==> src/rtl/jt89_wr_fifo.sv <==
//==============================================================================
// Module   : jt89_wr_fifo
// Brief    : CPU-to-PSG write FIFO with a paced strobe issuer.
//            Optional macro JT89_WR_FIFO_OVF_EN adds a sticky overflow flag.
// Revision : 1.0 - initial release
//==============================================================================
`timescale 1ns/1ps
`default_nettype none

module jt89_wr_fifo #(
   parameter int AW  = 3,
   parameter int GAP = 2
) (
   input  logic          clk,
   input  logic          rst,
   input  logic          cpu_wr,
   input  logic [7:0]    cpu_din,
   input  logic          psg_ready,
   output logic          psg_wr_n,
   output logic [7:0]    psg_din,
   output logic          full,
   output logic          empty,
   output logic [AW:0]   level,
   output logic          overflow
);

   localparam int            c_depth    = 1 << AW;
   localparam logic [AW:0]   c_full_lvl = c_depth[AW:0];
   localparam logic [AW:0]   c_lvl_one  = 1;
   localparam logic [AW-1:0] c_ptr_one  = 1;
   localparam bit            c_has_gap  = (GAP > 0);
   localparam logic [3:0]    c_gap_last = (GAP > 0) ? 4'(GAP - 1) : 4'd0;

   typedef enum logic [1:0] {
      S_IDLE   = 2'd0,
      S_STROBE = 2'd1,
      S_GAPW   = 2'd2
   } state_t;

   logic [7:0]    r_mem [c_depth];
   logic [AW-1:0] r_wr_ptr;
   logic [AW-1:0] r_rd_ptr;
   logic [AW:0]   r_level;
   logic [AW:0]   w_level_nxt;
   logic          r_full;
   logic          r_empty;
   logic          r_psg_wr_n;
   logic [7:0]    r_psg_din;
   state_t        r_state;
   state_t        w_state_nxt;
   logic [3:0]    r_gap_cnt;
   logic [3:0]    w_gap_cnt_nxt;
   logic          w_push;
   logic          w_pop;

   // A write seen while full is dropped even if a pop frees a slot this cycle
   assign w_push = cpu_wr & ~r_full;

   always_comb begin
      w_state_nxt   = r_state;
      w_gap_cnt_nxt = r_gap_cnt;
      w_pop         = 1'b0;
      case (r_state)
         S_IDLE: begin
            if (!r_empty && psg_ready) begin
               w_pop       = 1'b1;
               w_state_nxt = S_STROBE;
            end
         end
         S_STROBE: begin
            w_gap_cnt_nxt = 4'd0;
            w_state_nxt   = c_has_gap ? S_GAPW : S_IDLE;
         end
         S_GAPW: begin
            if (r_gap_cnt == c_gap_last) begin
               w_gap_cnt_nxt = 4'd0;
               w_state_nxt   = S_IDLE;
            end else begin
               w_gap_cnt_nxt = r_gap_cnt + 4'd1;
            end
         end
         default: w_state_nxt = S_IDLE;
      endcase
   end

   always_comb begin
      w_level_nxt = r_level;
      case ({w_push, w_pop})
         2'b10:   w_level_nxt = r_level + c_lvl_one;
         2'b01:   w_level_nxt = r_level - c_lvl_one;
         default: w_level_nxt = r_level;
      endcase
   end

   always_ff @(posedge clk or posedge rst) begin
      if (rst) begin
         r_wr_ptr   <= '0;
         r_rd_ptr   <= '0;
         r_level    <= '0;
         r_full     <= 1'b0;
         r_empty    <= 1'b1;
         r_state    <= S_IDLE;
         r_gap_cnt  <= 4'd0;
         r_psg_wr_n <= 1'b1;
         r_psg_din  <= 8'd0;
      end else begin
         if (w_push) r_wr_ptr <= r_wr_ptr + c_ptr_one;
         if (w_pop) begin
            r_rd_ptr  <= r_rd_ptr + c_ptr_one;
            r_psg_din <= r_mem[r_rd_ptr];
         end
         r_level    <= w_level_nxt;
         r_full     <= (w_level_nxt == c_full_lvl);
         r_empty    <= (w_level_nxt == '0);
         r_state    <= w_state_nxt;
         r_gap_cnt  <= w_gap_cnt_nxt;
         // Registered strobe keeps psg_wr_n glitch-free
         r_psg_wr_n <= (w_state_nxt != S_STROBE);
      end
   end

   always_ff @(posedge clk) begin
      if (w_push) r_mem[r_wr_ptr] <= cpu_din;
   end

`ifdef JT89_WR_FIFO_OVF_EN
   logic r_overflow;

   always_ff @(posedge clk or posedge rst) begin
      if (rst)                  r_overflow <= 1'b0;
      else if (cpu_wr && r_full) r_overflow <= 1'b1;
   end

   assign overflow = r_overflow;
`else
   assign overflow = 1'b0;
`endif

   assign psg_wr_n = r_psg_wr_n;
   assign psg_din  = r_psg_din;
   assign full     = r_full;
   assign empty    = r_empty;
   assign level    = r_level;

endmodule

`default_nettype wire

==> config.mk <==
export PLATFORM = sky130hd
export DESIGN_NAME = jt89_wr_fifo
export DESIGN_NICKNAME = d
export VERILOG_FILES = /design/src/rtl/jt89_wr_fifo.sv
export SDC_FILE = /design/constraint.sdc
export NUM_CORES = 1
export LEC_CHECK = 0
export CAP_MARGIN = 20
export CORE_MARGIN = 2
export CORE_UTILIZATION = 38
export CTS_BUF_LIST = sky130_fd_sc_hd__clkbuf_16
export DETAILED_ROUTE_END_ITERATION = 8
export GPL_TIMING_DRIVEN = 0
export HOLD_SLACK_MARGIN = 0.08
export MAX_ROUTING_LAYER = met4
export PLACE_DENSITY = 0.61
export SYNTH_ARGS = -nofsm -noshare
export SYNTH_HDL_FRONTEND = slang
export SYNTH_SLANG_ARGS = --single-unit
export TNS_END_PERCENT = 1
==> constraint.sdc <==
create_clock -name clk -period 2.8 [get_ports clk]
set_input_delay 0.56 -clock clk [delete_from_list [all_inputs] [get_ports clk]]
set_output_delay 0.56 -clock clk [all_outputs]
set_load 0.05 [all_outputs]
# After elaboration in Yosys (flattened, before gate mapping)
# Memory sizes are Yosys's and may differ from the RTL's. A register that Yosys moved wholly into a read port is not among the register bits.
# Index checks and enable logic that the tools add are counted.
[word_totals]
ff_bits = 19
mem_bits_rw = 64
inputBits = 12
elab_cells = 38
memories = 1
[memory_table]
columns = ["name", "depth", "word_bits", "rd", "rd_ports_with_merged_regs", "wr", "line", "source"]
rows = [
  ["r_mem", 8, 8, 1, 1, 1, "40", "logic [7:0] r_mem [c_depth];"],
]
[classes]
addsub = 5
eq_ne = 7
mux = 10
n_bitwise = 2
n_reduce_logical = 5
[op_table]
columns = ["cell", "count"]
rows = [
  ["one-hot mux 4 bit (2 select lines)", 2],
  ["adder 4 x 1 -> 4 bit (second input constant)", 2],
  ["adder 3 x 1 -> 3 bit (second input constant)", 2],
  ["one-hot mux 2 bit (3 select lines)", 1],
  ["equality test 2 x 1 -> 1 bit (second input constant)", 2],
  ["equality test 2 bit (second input constant)", 2],
  ["equality test 4 x 1 -> 1 bit (second input constant)", 1],
  ["equality test 4 bit (second input constant)", 1],
  ["logical NOT 4 bit", 1],
  ["2-to-1 mux 1 bit", 4],
  ["2-to-1 mux 2 bit", 2],
  ["2-to-1 mux 4 bit", 1],
  ["subtractor 4 x 1 -> 4 bit (second input constant)", 1],
  ["logical NOT 2 bit", 1],
  ["!= test 2 x 1 -> 1 bit (second input constant)", 1],
  ["nonzero test 2 bit", 1],
  ["bitwise AND 1 bit", 1],
  ["logical AND 1 bit", 1],
  ["logical NOT 1 bit", 1],
  ["inverter 1 bit", 1],
]

# Longest topological paths before layout
# Gate-level depths: netlist of the first run.
[logic_depth]
depth_word = 7
depth_mapped = 12
ltp_nobuf = 12

# Worst setup path after synthesis of the first run
# OpenSTA, ideal clock, no wires.
[synth_path]
path_kind = "register -> register"
from = "reg r_empty, in the netlist empty"
to = "reg r_empty, in the netlist empty"
setup_ns = 0.075
arrival_time_ns = 2.245
t_required_ns = 2.725
setup_slack_ns = 0.480
stages_incl_launch_ff = 10
period_less_slack_ns = 2.320
path_cell_list = "dfstp_2 nand3b_4 clkinv_2 ha_1 clkbuf_2 nor2_1 o211a_1 a211oi_2 xor2_1 nor3b_2"
[synth_via]
elab_chain_cells = 7
elab_cells_between_ends = 8
cone_classes = "eq/ne (2); mux (3); reduce/logical (3)"
[synth_lines]
columns = ["item", "line", "source"]
rows = [
  ["start: declaration", "46", "logic r_empty;"],
  ["start signal: assignment", "114", "r_empty <= (w_level_nxt == '0);"],
  ["logical NOT 1 bit *", "65", "if (!r_empty && psg_ready) begin"],
  ["logical AND 1 bit *", "65", ""],
  ["2-to-1 mux 1 bit *", "65", ""],
  ["2-to-1 mux 1 bit *", "63", "case (r_state)"],
  ["equality test 2 x 1 -> 1 bit or equality test 2 bit (tied branches)", "88", "case ({w_push, w_pop})"],
  ["one-hot mux 4 bit (2 select lines) *", "88", ""],
  ["logical NOT 4 bit *", "114", ""],
]
# Every way passes the cells marked *; elsewhere a longest branch is shown, timed or not.
# A chain may end at the register's enable or synchronous reset.

# Final worst setup path of the first run
[layout_path]
from = "in cpu_wr"
to = "reg r_empty, in the netlist empty"
[layout_via]
elab_chain_cells = 4
elab_cells_between_ends = 5
cone_classes = "eq/ne (2); mux (1); bitwise (1); reduce/logical (1)"
[layout_lines]
columns = ["item", "line", "source"]
rows = [
  ["start: declaration", "16", "input logic cpu_wr,"],
  ["bitwise AND 1 bit *", "57", "assign w_push = cpu_wr & ~r_full;"],
  ["equality test 2 x 1 -> 1 bit or equality test 2 bit (tied branches)", "88", ""],
  ["one-hot mux 4 bit (2 select lines) *", "88", ""],
  ["logical NOT 4 bit *", "114", ""],
]
# Marked as above.

==> results of run 1 <==
stage by stage:
stage | cell area [um^2] | cells
after detailed placement | 4270 | 391
after CTS | 4560 | 407
after global routing | 4560 | 407
after global placement | 4230 | 389
final | 4560 | 407
after floorplan | 3800 | 230
where the power goes:
part / switching [W] / leakage [nW] / internal (W)
clock: 0.000502 / 0.152 / 0.000690
combinational: 0.00119 / 0.609 / 0.000836
sequential: 0.000177 / 0.914 / 0.00179
placed cells by master, fill, tap and decap left out, types with 3 or more instances in the layout:
cell / count
clkdlybuf4s50_1: 26
mux2i_1: 10
ha_1: 9
nor3_1: 3
nor2_1: 8
clkbuf_16: 9
o21ai_0: 12
nand2b_1: 6
edfxtp_1: 64
dfrtp_1: 25
mux4_2: 16
xnor2_1: 5
inv_1: 8
buf_4: 3
nand2_1: 26
worst max-delay path: stages:
cell             delay, ns
clkdlybuf4s50_1       0.46
nor2b_4               0.13
buf_6                 0.13
inv_4                 0.06
ha_1                  0.24
nand2b_1              0.21
o32ai_1               0.33
a211oi_2              0.12
xor2_1                0.24
nor3b_2               0.20
flip-flops by register name (all words and copies together) (netlist names):
name       cells
empty          1
full           1
level          4
psg_din        8
psg_wr_n       1
r_gap_cnt      4
r_mem         64
r_rd_ptr       3
r_state        2
r_wr_ptr       3
cell families (layout without fill, tap and decap cells):
group / Yosys count / in the layout / share of synthesized area
buffers and inverters: 18 / 62 / 0.0260
XOR/XNOR: 7 / 7 / 0.0161
AO/OA/AOI/OAI: 23 / 23 / 0.0447
flip-flops: 91 / 91 / 0.684
adder cells (fa/ha/maj): 9 / 9 / 0.0296
multiplexers: 27 / 27 / 0.124
AND/OR/NAND/NOR: 54 / 54 / 0.0750
other: 1 / 1 / 0.000986
area by class of cell:
type,count,area share
timing repair buffer,28,0.0647
clock inverter,7,0.0151
inverter,8,0.00740
sequential,91,0.570
multi-input combinational,121,0.243
clock buffer,9,0.0493
tap,133,0.0365
buffer,10,0.0143
how the worst max path moves through the flow:
stage,startpoint,end,slack [ns],cells after the start
floorplan,empty,empty,0.48,9
global placement,cpu_wr,r_mem[0][7],-0.21,5
detailed placement,cpu_wr,empty,0.02,11
CTS,cpu_wr,empty,0.36,11
global route,r_state[0],empty,0.19,11
finish,cpu_wr,empty,0.38,10
metal layers:
| metal | up-vias | track usage |
|---|---|---|
| met5 | - | - |
| met4 | 0 | 0.0521 |
| met3 | 11 | 0.0414 |
| met2 | 44 | 0.226 |
| met1 | 1014 | 0.180 |
| li1 | 944 | - |
==> out/metrics.yaml, run 1 <==
power_and_ir_drop:
  power_density_nw_per_um2: 1140
  p_leak_nw: 1.68
  p_total_w: 0.00518
  irDropWorstVdd_uv: 490
yosys:
  avgSynthCellArea_um2: 16.5
  synthCells: 230
  yosysSeqAreaShare: 0.684
  yosys-top-cells-count: "edfxtp_1, nand2_1, dfrtp_1"
  synthTopCellsByArea: "edfxtp_1, dfrtp_1, mux4_2"
  ys_ff_latch: 91
  synth_cell_type_count: 40
  netlist_area_um2: 3800
  synthFlopType: "edfxtp_1"
  synth_area_leader_cell: "edfxtp_1"
  yosysWarnings: 0
  synth_top_area_frac: 0.505
  syn_nets: 251
  synth.most_common_cell: "edfxtp_1"
  ys_async_sr_fraction: 0.297
  synth_edf_count: 64
layout:
  layout.nets: 290
  finalCoreUtilization: 0.469
  area.growth.synth_to_final_pct: 20.0
  seq_area_um2: 2600
  drive_above_1_share: 0.193
  diodes: 0
  multiInputGateArea_um2: 1110
  fillCellCount: 885
worst_setup_path:
  crit_fanout: 8
  required_ns: 3.07
  start_kind: "primary input"
  endpoint_kind: "flop"
  criticalPathCategory: "primary input to flop"
  r2r_slack_ns: 0.41
  r2r-end: "empty"
  arrival_ns: 2.69
  reg2reg_depth: 11
  rr_startpoint: "r_state[1]"
sta:
  finClkSkew_ns: 0.00818
  fin_crit_sh: 0.863
  fin_ws_ns: 0.384
  slew_headroom: 0.334
  clock.fmax_mhz: 414
  rsz0062_at_grt: "false"
  whs_ns: 0.482
  finalHoldViolations: 0
  setup_tns_ns: 0
  maxSlewViolCount: 0
  setup_viol_count_final: 0
  fin_crit_ns: 2.42
  tightest_slew_ns: 0.995
clock_network:
  post-cts-setup-buffers: 0
  h-tree-depth: 3
  clock_latency_ns: 0.34
  hold_buffers: 0
  root_buffer: "clkbuf_16"
  clkTransAtPathRegs_ns: 0.06
  cts.sinks: 91
  cts_tree: "built"
  clk_path_buf_depth: 2
  cts_resized: 0
  numCtsBuffers: 9
die:
  rows: 36
  ioPinCount: 28
  die_y_um: 104
  die_w_um: 104
  start_util: 0.391
  die_area_um2: 10800
  core_um2: 9730
routing:
  first_iter_violations: 130
  wire_per_inst_um: 16.9
  drt-vias-per-instance: 4.95
  wl_met3_um: 374
  top_layer_used: "met4"
  drc: 0
  wl_met2_mm: 3.46
  drt-met1-wl_mm: 2.96
  firstDrtPassIters: 4
  vias: 2013
  routed_wl_mm: 6.89
  ant_nets: 0
flow_run:
  drv_cap: 0
global_route:
  grt_pass1_vias: 2046
  grt_pass1_wl_mm: 11.2
  grt_start_max_net_pins: 22
  grt_util_all_layers: 0.144
  antenna_found_initial: 0
  gr-total-overflow: 0
min_path:
  holdCritStartpoint: "psg_din[0]"
  hold_end: "psg_din[0]"
  hp-class: "flop to flop"
  hold_depth: 2
placed_design:
  portBuffers: 26
  detailed_place_hpwl_mm: 4.45
  dp_worst_setup_slack_ns: 0.0155
  gp_congestion: 0.731
status:
  outcome: "finished clean"
(Power assumes the default switching activity.)
==> inputs of run 2 (changes only) <==
ABC_CLOCK_PERIOD_IN_PS = 2800   (was unset)
CTS_BUF_LIST = sky130_fd_sc_hd__clkbuf_4   (was sky130_fd_sc_hd__clkbuf_16)
==> out/metrics.yaml, run 2 (synthesized netlist as in run 1, its figures left out) <==
die:
  rows: 36
  start_util: 0.391
  die_w_um: 104
  core_um2: 9730
  ioPinCount: 28
  die_y_um: 104
  die_area_um2: 10800
status:
  outcome: "finished clean"
worst_setup_path:
  worst-path-stages: 11
  endpoint_kind: "flop"
  rr_startpoint: "r_state[1]"
  reg2reg_depth: 11
  cp_slowest_cell: "dfrtp_1"
  path_delay_family: "adder cells"
  path_common_cell: "ha_1"
  cpPeakStageDelay_ns: 0.44
  startpoint: "r_state[1]"
  criticalPathCategory: "flop to flop"
  required_ns: 3.18
  critPathBufInv: 3
  r2r_slack_ns: 0.38
  start_kind: "flop"
  critical_path.cell_chain: "inv_1, ha_1, nand3b_4, clkinv_2, ha_1, clkbuf_2, nor2_1, o211a_1, a211oi_2, xor2_1, nor3b_2"
  arrival_ns: 2.80
  crit_fanout: 7
sta:
  maxSlewViolCount: 0
  fin_crit_ns: 2.42
  rsz0062_at_grt: "false"
  finClkSkew_ns: 0.0226
  setup_viol_count_final: 0
  finalHoldViolations: 0
  tightest_slew_ns: 1.03
  fin_ws_ns: 0.385
  slew_headroom: 0.309
  clock.fmax_mhz: 414
  fin_crit_sh: 0.863
clock_network:
  cts_tree: "built"
  clock_latency_ns: 0.45
  clkTransAtPathRegs_ns: 0.15
  numCtsBuffers: 9
  clk_path_buf_depth: 2
  cts.sinks: 91
  hold_buffers: 0
  post-cts-setup-buffers: 0
  h-tree-depth: 3
  cts_resized: 0
  root_buffer: "clkbuf_4"
routing:
  routed_wl_mm: 6.89
  drc: 0
  ant_nets: 0
  firstDrtPassIters: 5
  drt-vias-per-instance: 4.92
  first_iter_violations: 129
  wire_per_inst_um: 16.9
  vias: 2002
layout:
  layout.cells.most_common_list: "edfxtp_1, nand2_1, clkdlybuf4s50_1"
  regMostFlops: "r_mem"
  final_common_cell: "edfxtp_1"
  area.growth.synth_to_final_pct: 16.1
  final_cells: 407
  drive_above_1_share: 0.201
  layout.nets: 290
  largest_register_ffs: 64
  diodes: 0
  stdcell_area_um2: 4410
placed_design:
  dp_worst_setup_slack_ns: 0.0155
  postPlaceCellArea_um2: 4270
  dpl.cell_count: 391
  portBuffers: 26
  gp_congestion: 0.731
  detailed_place_hpwl_mm: 4.45
global_route:
  gr-usage-met1: 0.181
  use_met3: 0.0338
  grt_start_max_net_pins: 22
  grt_use_met2: 0.225
  antenna_found_initial: 0
  grt_busiest_layer: "met2"
  grt_pass1_wl_mm: 11.1
  grt_util_all_layers: 0.143
  gr-total-overflow: 0
  grt_pass1_vias: 2047
power_and_ir_drop:
  p_switching_w: 0.00183
  power_frac_comb: 0.428
  power_density_nw_per_um2: 1070
  p_leak_nw: 1.60
  p_clk_frac: 0.158
  intPower_w: 0.00292
  netSwitchingFraction: 0.385
  irDropWorstVdd_uv: 350
  seqPwrFrac: 0.414
min_path:
  hp-class: "primary input to async pin"
flow_run:
  drv_cap: 0
==> run 2: changes by cell type in the layout (fill, tap and decap cells not counted), sizes merged <==
| cell | delta |
|---|---|
| inv | -2 |
| clkbuf | +2 |
==> run 2: power by group through the flow <==
stage | combinational [W] | sequential [W] | clock [W]
global placement | 0.00203 | 0.00199 | 0
finish | 0.00203 | 0.00196 | 0.000751
floorplan | 0.00116 | 0.00232 | 0
global route | 0.00223 | 0.00200 | 0.000832
CTS | 0.00207 | 0.00196 | 0.000776
detailed placement | 0.00207 | 0.00200 | 0
==> run 2: final timing paths <==
check                                to
hold / removal             r_gap_cnt[1]
hold reg to reg              psg_din[0]
setup reg to reg                  empty
setup / recovery                  empty
max in group asynchronous         empty
min in group clk             psg_din[0]
==> run 2: final cells by class <==
cell class	instances	area, um^2
Timing Repair Buffer	28	295
Sequential cell	91	2600
Fill cell	905	5320
Inverter	8	33.8
Buffer	10	65.1
Clock inverter	5	61.3
Multi-Input combinational cell	121	1110
Tap cell	133	166
Clock buffer	11	82.6
==> run 2: through the flow <==
stage          setup TNS (ns)  total power, W  utilization  hold slack [ns]
2_1_floorplan               0         0.00347            -            0.477
3_3_place_gp            -2.30         0.00401        0.435            0.472
3_5_place_dp                0         0.00407        0.439            0.481
4_1_cts                     0         0.00482        0.454            0.357
5_1_grt                     0         0.00507        0.454            0.364
6_report                    0         0.00474        0.454            0.357
==> run 2: routing by layer <==
| metal | wire [um] | vias to the layer above |
|---|---|---|
| met5 | 0 | - |
| met4 | 133 | 0 |
| met3 | 219 | 13 |
| met2 | 3460 | 34 |
| met1 | 3080 | 1013 |
| li1 | - | 942 |
==> inputs of run 3 (changes only) <==
SETUP_SLACK_MARGIN = 0.2   (was unset)
==> out/metrics.yaml, run 3 (synthesized netlist as in run 1, its figures left out) <==
status:
  outcome: "finished clean"
die:
  die_w_um: 104
  ioPinCount: 28
  die_y_um: 104
  rows: 36
  core_um2: 9730
  die_area_um2: 10800
  start_util: 0.391
worst_setup_path:
  startpoint: "r_state[0]"
  arrival_ns: 2.80
  crit_fanout: 6
  endpoint_kind: "flop"
  start_kind: "flop"
  rr_startpoint: "r_state[0]"
  cp_slowest_cell: "dfrtp_1"
  crit_path_end: "empty"
  r2r_slack_ns: 0.39
  critical_path.cell_chain: "inv_1, ha_1, nand3b_4, clkinv_2, ha_1, nand2b_1, a2111oi_4, a211oi_2, xor2_1, nor3b_2"
  reg2reg_depth: 10
  path_common_cell: "ha_1"
  r2r-end: "empty"
  criticalPathCategory: "flop to flop"
  required_ns: 3.18
  cpPeakStageDelay_ns: 0.38
sta:
  rsz0062_at_grt: "false"
  clock.fmax_mhz: 415
  finalHoldViolations: 0
  tightest_slew_ns: 1.02
  finClkSkew_ns: 0.0247
  fin_crit_ns: 2.41
  slew_headroom: 0.317
  maxSlewViolCount: 0
  setup_tns_ns: 0
  fin_crit_sh: 0.861
  setup_viol_count_final: 0
layout:
  largest_register_ffs: 64
  area.growth.synth_to_final_pct: 16.9
  drive_above_1_share: 0.217
  finalCoreUtilization: 0.457
  final_common_cell: "edfxtp_1"
  layout.nets: 293
  regMostFlops: "r_mem"
  diodes: 0
  fillCellCount: 904
  layout.cells.most_common_list: "edfxtp_1, nand2_1, clkdlybuf4s50_1"
clock_network:
  clkTransAtPathRegs_ns: 0.15
  clock_latency_ns: 0.45
  numCtsBuffers: 9
  clk_path_buf_depth: 2
  root_buffer: "clkbuf_4"
  h-tree-depth: 3
  hold_buffers: 0
  cts_tree: "built"
  cts.sinks: 91
placed_design:
  gp_congestion: 0.731
  detailed_place_hpwl_mm: 4.45
  portBuffers: 26
routing:
  ant_nets: 0
  routed_wl_mm: 6.97
  drt-vias-per-instance: 4.95
  firstDrtPassIters: 4
  vias: 2028
  drc: 0
  wire_per_inst_um: 17.0
  first_iter_violations: 128
min_path:
  hp-class: "primary input to async pin"
global_route:
  antenna_found_initial: 0
  grt_pass1_wl_mm: 11.1
  grt_pass1_vias: 2047
  gr-total-overflow: 0
  grt_util_all_layers: 0.143
  grt_start_max_net_pins: 22
power_and_ir_drop:
  p_leak_nw: 1.62
  power_density_nw_per_um2: 1080
  irDropWorstVdd_uv: 350
flow_run:
  drv_cap: 0
[run 3: cell count changes in the layout (fill, tap and decap cells not counted)]
| cell | delta |
|---|---|
| o32ai_2 | +1 |
| nor2_1 | -1 |
| o32ai_1 | -1 |
| buf_4 | +3 |
| nor2_2 | +1 |
[run 3: how the worst min path moves through the flow]
stage | from | slack [ns] | endpoint
floorplan | r_gap_cnt[3] | 0.48 | r_gap_cnt[3]
CTS | rst | 0.36 | r_state[1]
global route | rst | 0.36 | r_gap_cnt[1]
global placement | psg_din[5] | 0.47 | psg_din[5]
finish | rst | 0.36 | r_gap_cnt[1]
detailed placement | psg_din[0] | 0.48 | psg_din[0]
[run 3: cell type report]
type                            instances  area, um^2  area share
Sequential cell                        91        2600       0.585
Multi-Input combinational cell        121        1120       0.252
Timing Repair Buffer                   31         318      0.0715
Tap cell                              133         166      0.0374
Clock buffer                           11        82.6      0.0186
Buffer                                 10        65.1      0.0146
Clock inverter                          5        61.3      0.0138
Inverter                                8        33.8     0.00760
[run 3: metrics by stage]
| stage | worst slack (ns) | area, um^2 | total power [W] | cells | hold slack, ns |
|---|---|---|---|---|---|
| floorplan | 0.480 | 3800 | 0.00347 | 230 | 0.477 |
| global placement | -0.207 | 4230 | 0.00401 | 389 | 0.472 |
| detailed placement | 0.0155 | 4270 | 0.00407 | 391 | 0.481 |
| CTS | 0.362 | 4410 | 0.00482 | 407 | 0.357 |
| global route | 0.205 | 4450 | 0.00511 | 410 | 0.364 |
| finish | 0.388 | 4450 | 0.00478 | 410 | 0.358 |
[run 3: where the power goes]
part	internal [W]	switching (W)	leakage, nW
combinational	0.000862	0.00121	0.624
sequential	0.00178	0.000179	0.914
clock	0.000298	0.000451	0.0814
total	0.00294	0.00184	1.62
[run 3: critical path, delay by kind of cell (launching register included)]
kind                     cells  cell delay (ns)
AND/OR/NAND/NOR              3             0.54
adder cells (fa/ha/maj)      2             0.51
AO/OA/AOI/OAI                2             0.45
flip-flops                   1             0.38
XOR/XNOR                     1             0.26
buffers and inverters        2             0.20
[run 3: repair_timing]
action	in CTS	in global routing
gates resized for setup	0	2
buffers inserted	0	3
endpoints found under the setup margin	0	1
endpoints found under the hold margin	0	0
[run 3: routing by layer]
metal	share of wire	GRT usage	vias to the layer above
met5	0	-	-
met4	0.019	0.0579	0
met3	0.037	0.0338	13
met2	0.50	0.225	37
met1	0.44	0.181	1031
li1	-	-	947
